<file path="config.mk">
export PLATFORM = sky130hd
export DESIGN_NAME = ascon_dec_sched
export DESIGN_NICKNAME = d
export VERILOG_FILES = /design/src/rtl/ascon_dec_sched.sv
export SDC_FILE = /design/constraint.sdc
export NUM_CORES = 2
export LEC_CHECK = 0
export ABC_AREA = 1
export BUFFER_PORTS_ARGS = -buffer_cell sky130_fd_sc_hd__buf_2
export CAP_MARGIN = 20
export CORE_ASPECT_RATIO = 0.75
export CORE_UTILIZATION = 45
export DETAILED_ROUTE_END_ITERATION = 7
export GPL_TIMING_DRIVEN = 0
export PLACE_DENSITY = 0.66
export SLEW_MARGIN = 5
export SYNTH_ARGS = -nofsm -noshare
export SYNTH_HDL_FRONTEND = slang
export SYNTH_SLANG_ARGS = --single-unit
</file>
<file path="constraint.sdc">
create_clock -name clk -period 67.9 [get_ports clk]
set_input_delay 10.185 -clock clk [delete_from_list [all_inputs] [get_ports clk]]
set_output_delay 10.185 -clock clk [all_outputs]
set_load 0.005 [all_outputs]
</file>
<file path="src/rtl/ascon_dec_sched.sv">
// Sequencer for one bit-serial Ascon decryption job: latch, core reset, MSB-first load, start, LSB-first drain.
// Latency: 1+N+2+S+128+1 cycles from cfg handshake to res_valid. No new job is taken until the result is consumed.
// Optional ASCON_SCHED_PERF_EN adds perf_cycles (last job latency) and perf_jobs (saturating job count).
module ascon_dec_sched #(
   parameter int K       = 128,
   parameter int L       = 32,
   parameter int Y       = 32,
   parameter int TIMEOUT = 4096
) (
   input  logic         clk,
   input  logic         rst,
   input  logic         cfg_valid,
   output logic         cfg_ready,
   input  logic [K-1:0] cfg_key,
   input  logic [127:0] cfg_nonce,
   input  logic [L-1:0] cfg_ad,
   input  logic [Y-1:0] cfg_ct,
   input  logic [127:0] cfg_tag,
   output logic         core_rst,
   output logic         key_so,
   output logic         nonce_so,
   output logic         ad_so,
   output logic         ct_so,
   output logic         start_o,
   input  logic         core_ready_i,
   input  logic         pt_si,
   input  logic         tag_si,
   output logic         res_valid,
   input  logic         res_ready,
   output logic [Y-1:0] res_pt,
   output logic         res_pass,
`ifdef ASCON_SCHED_PERF_EN
   output logic [31:0]  perf_cycles,
   output logic [15:0]  perf_jobs,
`endif
   output logic         res_timeout
);

   localparam int N0 = (K > 128) ? K : 128;
   localparam int N1 = (N0 > L) ? N0 : L;
   localparam int N  = (N1 > Y) ? N1 : Y;
   localparam int TW = $clog2(TIMEOUT + 1);

   typedef enum logic [2:0] {IDLE, CRST, LOAD, SETTLE, START, DRAIN, DONE} state_t;

   state_t         state, state_n;
   logic [7:0]     c;
   logic [TW-1:0]  tcnt;
   logic           accept;
   logic [K-1:0]   key_sh;
   logic [127:0]   nonce_sh;
   logic [L-1:0]   ad_sh;
   logic [Y-1:0]   ct_sh;
   logic [127:0]   tag_r, tag_cap, tag_nxt;
   logic [Y-1:0]   pt_cap, pt_nxt;

   assign accept = (state == IDLE) && cfg_valid && cfg_ready;

   always_ff @(posedge clk or posedge rst) begin
      if (rst) state <= IDLE;
      else     state <= state_n;
   end

   always_comb begin
      state_n = state;
      case (state)
         IDLE:    if (accept) state_n = CRST;
         CRST:    state_n = LOAD;
         LOAD:    if (int'(c) == N - 1) state_n = SETTLE;
         SETTLE:  if (c == 8'd1) state_n = START;
         START: begin
            // A ready seen on the last allowed cycle still wins over the abort.
            if (core_ready_i)                    state_n = DRAIN;
            else if (int'(tcnt) == TIMEOUT - 1)  state_n = DONE;
         end
         DRAIN:   if (c == 8'd127) state_n = DONE;
         DONE:    if (res_valid && res_ready) state_n = IDLE;
         default: state_n = IDLE;
      endcase
   end

   // Plaintext and tag arrive LSB first, so they shift in from the top.
   always_comb begin
      pt_nxt  = pt_cap;
      tag_nxt = tag_cap >> 1;
      tag_nxt[127] = tag_si;
      if (int'(c) < Y) begin
         pt_nxt = pt_cap >> 1;
         pt_nxt[Y-1] = pt_si;
      end
   end

   always_ff @(posedge clk or posedge rst) begin
      if (rst) begin
         c           <= '0;
         tcnt        <= '0;
         cfg_ready   <= 1'b0;
         core_rst    <= 1'b0;
         start_o     <= 1'b0;
         res_valid   <= 1'b0;
         key_so      <= 1'b0;
         nonce_so    <= 1'b0;
         ad_so       <= 1'b0;
         ct_so       <= 1'b0;
         key_sh      <= '0;
         nonce_sh    <= '0;
         ad_sh       <= '0;
         ct_sh       <= '0;
         tag_r       <= '0;
         tag_cap     <= '0;
         pt_cap      <= '0;
         res_pt      <= '0;
         res_pass    <= 1'b0;
         res_timeout <= 1'b0;
      end else begin
         cfg_ready <= (state_n == IDLE);
         core_rst  <= (state_n == CRST);
         start_o   <= (state_n == START);
         res_valid <= (state_n == DONE);

         if (state_n != state)                     c <= '0;
         else if (state inside {LOAD, SETTLE, DRAIN}) c <= c + 8'd1;

         if (state != START) tcnt <= '0;
         else                tcnt <= tcnt + TW'(1);

         // Shift registers double as the operand latches; fields narrower than N run out to zeros.
         if (accept) begin
            key_sh   <= cfg_key;
            nonce_sh <= cfg_nonce;
            ad_sh    <= cfg_ad;
            ct_sh    <= cfg_ct;
            tag_r    <= cfg_tag;
         end else if (state_n == LOAD) begin
            key_sh   <= key_sh << 1;
            nonce_sh <= nonce_sh << 1;
            ad_sh    <= ad_sh << 1;
            ct_sh    <= ct_sh << 1;
         end

         if (state_n == LOAD) begin
            key_so   <= key_sh[K-1];
            nonce_so <= nonce_sh[127];
            ad_so    <= ad_sh[L-1];
            ct_so    <= ct_sh[Y-1];
         end else begin
            key_so   <= 1'b0;
            nonce_so <= 1'b0;
            ad_so    <= 1'b0;
            ct_so    <= 1'b0;
         end

         if (state == DRAIN) begin
            tag_cap <= tag_nxt;
            pt_cap  <= pt_nxt;
         end

         if (state == DRAIN && state_n == DONE) begin
            res_pt      <= pt_nxt;
            res_pass    <= (tag_nxt == tag_r);
            res_timeout <= 1'b0;
         end else if (state == START && state_n == DONE) begin
            res_pt      <= '0;
            res_pass    <= 1'b0;
            res_timeout <= 1'b1;
         end
      end
   end

`ifdef ASCON_SCHED_PERF_EN
   logic [31:0] pcnt;

   always_ff @(posedge clk or posedge rst) begin
      if (rst) begin
         pcnt        <= '0;
         perf_cycles <= '0;
         perf_jobs   <= '0;
      end else begin
         if (accept)                               pcnt <= 32'd1;
         else if (state != IDLE && state != DONE)  pcnt <= pcnt + 32'd1;
         if (state != DONE && state_n == DONE) begin
            perf_cycles <= pcnt + 32'd1;
            if (perf_jobs != 16'hFFFF) perf_jobs <= perf_jobs + 16'd1;
         end
      end
   end
`endif

endmodule

</file>
# Yosys cells after proc, flatten, opt, wreduce, memory -nomap -nowiden
# Index checks and enable logic that the tools add are counted.
[totals]
regBits = 674
in_bits = 455
output_inout_bits = 42
elab_cells = 82
[op_classes]
addsub = 2
magnitude_cmp = 1
eq_ne = 17
mux = 30
n_reduce_logical = 11
[ops]
columns = ["cell", "count"]
rows = [
  ["128-bit 2-to-1 mux", 4],
  ["32-bit 2-to-1 mux", 7],
  ["128-bit == test", 1],
  ["3-bit 2-to-1 mux", 7],
  ["3-bit one-hot mux with 7 select lines", 1],
  ["8-bit 2-to-1 mux", 2],
  ["3-bit == test (second input constant)", 5],
  ["13-bit by 1-bit adder with 13-bit output (second input constant)", 1],
  ["13-bit == test (second input constant)", 1],
  ["13-bit 2-to-1 mux", 1],
  ["3-bit by 2-bit == test with 1-bit output (second input constant)", 3],
  ["8-bit by 1-bit adder with 8-bit output (second input constant)", 1],
  ["8-bit by 1-bit == test with 1-bit output (second input constant)", 1],
  ["8-bit by 7-bit == test with 1-bit output (second input constant)", 1],
  ["8-bit == test (second input constant)", 1],
  ["8-bit by 6-bit less-than comparator with 1-bit output (second input constant)", 1],
  ["1-bit 2-to-1 mux", 8],
  ["3-bit by 1-bit == test with 1-bit output (second input constant)", 2],
  ["3-bit logical NOT", 2],
  ["2-bit nonzero test", 3],
  ["1-bit logical AND", 5],
  ["3-bit != test", 1],
  ["3-bit != test (second input constant)", 1],
  ["3-bit nonzero test", 1],
]

# Longest topological paths before layout
[depth]
word_depth = 9
ltp_mapped = 16
ltp_nobuf = 13

# Worst setup path before layout
# OpenSTA, ideal clock, no wires.
[synth_path]
kind = "input-to-reg"
from = "input res_ready"
to = "register ad_sh[11]"
setup_time_ps = 117
t_arrival_ps = 11375
t_required_ps = 67783
path_slack_ps = 56408
stages = 14
n_path_buf = 3
path_cell_list = "nand2_1 inv_1 nor2_1 nor2_1 nand2_1 nor2_1 nand2_1 nand3_1 buf_2 nand2_4 buf_8 buf_8 nand2_1 nand2_1"
[synth_between]
elab_chain_len = 5
[synth_rtl]
columns = ["item", "line", "source"]
rows = [
  ["from (decl)", "29", "input logic res_ready,"],
  ["1-bit logical AND", "77", "DONE: if (res_valid && res_ready) state_n = IDLE;"],
  ["3-bit 2-to-1 mux", "77", ""],
  ["3-bit one-hot mux with 7 select lines", "66", "case (state)"],
  ["net state_n[1]", "46", "state_t state, state_n;"],
  ["3-bit by 2-bit == test with 1-bit output", "134", "end else if (state_n == LOAD) begin"],
  ["2-bit nonzero test (no line)", "--", ""],
  ["to (signal assigned)", "131", "ad_sh <= cfg_ad;"],
  ["to (signal assigned)", "137", "ad_sh <= ad_sh << 1;"],
  ["to (decl)", "52", "logic [L-1:0] ad_sh;"],
]
# The timed path passes the listed nets, and every way through them passes these cells.
# A chain may end at the register's enable or synchronous reset.

# Worst setup path after layout
[layout_path]
from = "input cfg_valid"
to = "register tag_r[101]"
[layout_between]
elab_chain_len = 2
[layout_rtl]
columns = ["item", "line", "source"]
rows = [
  ["from (decl)", "12", "input logic cfg_valid,"],
  ["1-bit logical AND (2 in a row)", "57", "assign accept = (state == IDLE) && cfg_valid && cfg_ready;"],
  ["to (signal assigned)", "133", "tag_r <= cfg_tag;"],
  ["to (decl)", "54", "logic [127:0] tag_r, tag_cap, tag_nxt;"],
]
# Every way passes these cells.

==> flow_summary.rst <==
.. list-table::
   :header-rows: 1

   * - Metric
     - Value
   * - Setup TNS
     - 0 ps
   * - Count of flip-flops with a built-in enable after synthesis
     - 0
   * - RSZ-0062 raised after global routing
     - no
   * - Initial antenna violation count
     - 33
   * - Final total power
     - 1.54 mW
   * - Overall via count from detail_route
     - 28,886
   * - Pin count of the biggest net entering global routing
     - 119
   * - Peak supply drop
     - 0.0217 mV
   * - Netlist area before placement
     - 0.0321 sq mm
   * - Final setup skew
     - 24.1 ps
   * - Slew of the pin with the lowest slew margin
     - 1060 ps
   * - Status
     - finished clean
   * - Psw
     - 587 uW
   * - Maximum clock path buffer count
     - 3
   * - Synth Area per Inst
     - 7.42 sq um
   * - Number of hold violations in the final report
     - 0
   * - Final estimated routing congestion in global placement
     - 0.884
   * - Pwr dens
     - 40.0 mW/mm^2
   * - Required time at the endpoint of the critical path
     - 68,460 ps
   * - Max-slew violation count
     - 0
   * - Hold Path Sink
     - tcnt[0]
   * - Cell Count Post-Placement
     - 5,780
   * - Share of power burned in the clock network
     - 0.264
   * - Number of clock sinks seen by CTS
     - 673
   * - Die Y
     - 233 um
   * - Area added between synthesis and finish
     - 19.7%
   * - Share of the clock period used by the worst path
     - 0.183
   * - Leak Pwr
     - 21.4 nW
   * - Die Outline Area
     - 0.0725 sq mm
   * - Number of nets in the layout
     - 5,365
   * - Crit Path Max Fanout
     - 10
   * - Int Power
     - 952 uW
   * - Most used flip-flop cell after synthesis
     - sky130_fd_sc_hd__dfrtp_1
   * - Worst-case hold slack
     - 467 ps
   * - Share of post-route cells with drive strength above 1
     - 0.144
   * - Maximum capacitance violations
     - 0
   * - Launching element type of the critical path
     - input pin
   * - Clock tree from TritonCTS
     - done
   * - Fillcell total
     - 6,733
   * - Unique masters post-synth
     - 35
   * - Comb power frac
     - 0.373
   * - Dpl cell area
     - 0.0360 sq mm
   * - Total routing usage reported by global routing
     - 0.253
   * - WP data arrival
     - 12,990 ps
   * - Clock slew seen by the registers of the worst setup and hold paths
     - 60 ps
   * - Count of boundary I/O pins
     - 497
   * - Source-to-sink clock delay at the later pin of the worst-skew pair
     - 640 ps
   * - DP HPWL
     - 66,200 um
   * - Final instance area
     - 0.0385 sq mm
   * - # DRC
     - 0
   * - Part of the Yosys area used for sequential elements
     - 0.524
   * - Count of instances resized after the clock tree is built
     - 0
   * - Share of Yosys cell area claimed by the top area cell type
     - 0.524
   * - Launch point of the worst hold path
     - tcnt[0]
   * - Final setup viols
     - 0
   * - Core area
     - 0.0703 sq mm
   * - Count of synthesis-stage warnings from yosys
     - 0
   * - Global-route wire length before repair
     - 146,000 um
   * - Antenna-violating nets left
     - 0
   * - Cells after synthesis
     - 4,331
   * - PortBufs
     - 496
   * - Fraction of power spent switching nets
     - 0.381
   * - Largest area contributor in the netlist
     - sky130_fd_sc_hd__dfrtp_1
   * - Area contributors post-synth
     - sky130_fd_sc_hd__dfrtp_1 52%, sky130_fd_sc_hd__nand2_1 30%, sky130_fd_sc_hd__nand3_1 5.2%
   * - Wire length reported by the detailed router
     - 92,200 um
   * - Worst reg-to-reg path cell count
     - 8
   * - Most frequent cell after synthesis
     - sky130_fd_sc_hd__nand2_1
   * - Worst hold path depth
     - 1
   * - Vias in the first global route
     - 26,901
   * - Clock period minus worst slack
     - 12,430 ps
   * - Initial core utilization
     - 0.457
   * - Die X-Extent
     - 311 um
   * - Starting DRC count in detailed routing
     - 2,260
   * - Reg power frac
     - 0.363
   * - Total clock buffers created by CTS
     - 71
   * - Worst reg2reg setup slack
     - 64,420 ps
   * - Setup Fix Bufs, Post-CTS
     - 0
   * - Max Fclk
     - 80.4 MHz
   * - H-tree depth reported by CTS
     - 3
   * - Post-DR vias/cell
     - 4.87
   * - Standard-cell row count
     - 84
   * - Residual overflow from global routing
     - 0
   * - CTS Root Buffer Type
     - sky130_fd_sc_hd__clkbuf_16
   * - Synth cell count leaders
     - 2,568 x sky130_fd_sc_hd__nand2_1, 673 x sky130_fd_sc_hd__dfrtp_1, 332 x sky130_fd_sc_hd__nand3_1
   * - Critical Path Sink Type
     - flop
   * - Hold Crit Class
     - reg -> reg
   * - Share of async-settable or async-resettable flops after synthesis
     - 1.00
   * - WL/cell
     - 15.5 um
   * - Post-synthesis sequential element count
     - 673
   * - Slew HR
     - 0.292
   * - R2R Path Start
     - state[1]
   * - Quantity of hold-fixing buffers added after cts
     - 0
   * - Final Instance Count excl. Fillers
     - 5,936
   * - Number of iterations in the first detailed-routing pass
     - 6
   * - Critical path start-end classification
     - in -> reg
   * - Worst R2R End
     - tag_r[101]
   * - Syn Nets
     - 4,789
-- area by class of cell --
class	instances	area [sq um]	area share
Multi-Input combinational cell	3273	13500	0.352
Buffer	253	1260	0.0328
Timing Repair Buffer	503	2660	0.0692
Antenna cell	28	70.1	0.00182
Tap cell	946	1180	0.0308
Sequential cell	673	16800	0.438
Inverter	132	503	0.0131
Clock buffer	104	2130	0.0553
Clock inverter	24	292	0.00758
-- through the flow --
stage	utilization	worst slack (ps)
floorplan	-	38850
global placement	0.509	30790
detailed placement	0.512	54720
CTS	0.546	55380
global route	0.547	55310
finish	0.547	55470
-- kinds of logic (layout without fill, tap and decap cells) --
kind of cell,Yosys count,after routing,synth area share
flip-flops,673,673,0.524
XOR/XNOR,101,101,0.0275
AO/OA/AOI/OAI,161,161,0.0256
AND/OR/NAND/NOR,3007,3007,0.366
other,0,28,0
adder cells (fa/ha/maj),3,3,0.00117
buffers and inverters,385,1016,0.0547
multiplexers,1,1,0.000312
-- flip-flops by register name (all words and copies together) (netlist names), 3 cells and up --
name / cells
key_sh: 128
nonce_sh: 128
tag_r: 128
tag_cap: 127
ad_sh: 32
ct_sh: 32
pt_cap: 32
res_pt: 32
tcnt: 13
c: 8
state: 3
-- critical path, stage by stage --
cell	delay, ps
sky130_fd_sc_hd__buf_2	100
sky130_fd_sc_hd__nand4_1	530
sky130_fd_sc_hd__inv_1	360
sky130_fd_sc_hd__buf_2	330
sky130_fd_sc_hd__clkbuf_1	820
sky130_fd_sc_hd__buf_2	420
sky130_fd_sc_hd__nand2_1	140
sky130_fd_sc_hd__nand2_1	80
-- power by group through the flow --
stage / Clock, mW / Sequential (mW) / Combinational, mW
after floorplan: 0 / 0.553 / 0.417
after global placement: 0 / 0.564 / 0.564
after detailed placement: 0 / 0.563 / 0.574
after CTS: 0.414 / 0.558 / 0.577
after global routing: 0.429 / 0.570 / 0.653
final: 0.406 / 0.559 / 0.573
-- placed cells by master (no fill, tap or decap), drive strengths merged --
cell / synthesis / routed
a21boi: 1 / 1
a21oi: 7 / 7
and3: 2 / 2
buf: 95 / 598
bufinv: 0 / 6
clkbuf: 158 / 262
clkinv: 1 / 12
clkinvlp: 0 / 4
dfrtp: 673 / 673
diode: 0 / 28
ha: 3 / 3
inv: 131 / 134
mux2i: 1 / 1
nand2: 2571 / 2571
nand3: 333 / 333
nand3b: 2 / 2
nand4: 6 / 6
nor2: 81 / 81
nor3: 10 / 10
nor3b: 1 / 1
o211ai: 1 / 1
o21a: 1 / 1
o21ai: 149 / 149
o21ba: 1 / 1
o41ai: 1 / 1
or2: 1 / 1
xnor2: 95 / 95
xor2: 6 / 6
-- per-layer routing --
metal / GRT usage / wire, um / vias to the layer above
met5: 0 / 58 / -
met4: 0.0877 / 2510 / 10
met3: 0.0496 / 5070 / 148
met2: 0.364 / 39800 / 678
met1: 0.378 / 44800 / 13551
li1: - / - / 14499
-- worst max path at each step --
stage	start	to	slack, ps	depth (start not counted)
floorplan	rst	ad_sh[0]	38850	1
global placement	rst	key_sh[52]	30790	2
detailed placement	cfg_valid	tag_r[102]	54720	8
CTS	cfg_valid	tag_r[102]	55380	8
global route	cfg_valid	tag_r[102]	55310	8
finish	cfg_valid	tag_r[101]	55470	8
Note: power is estimated with default switching activity, not from simulation.
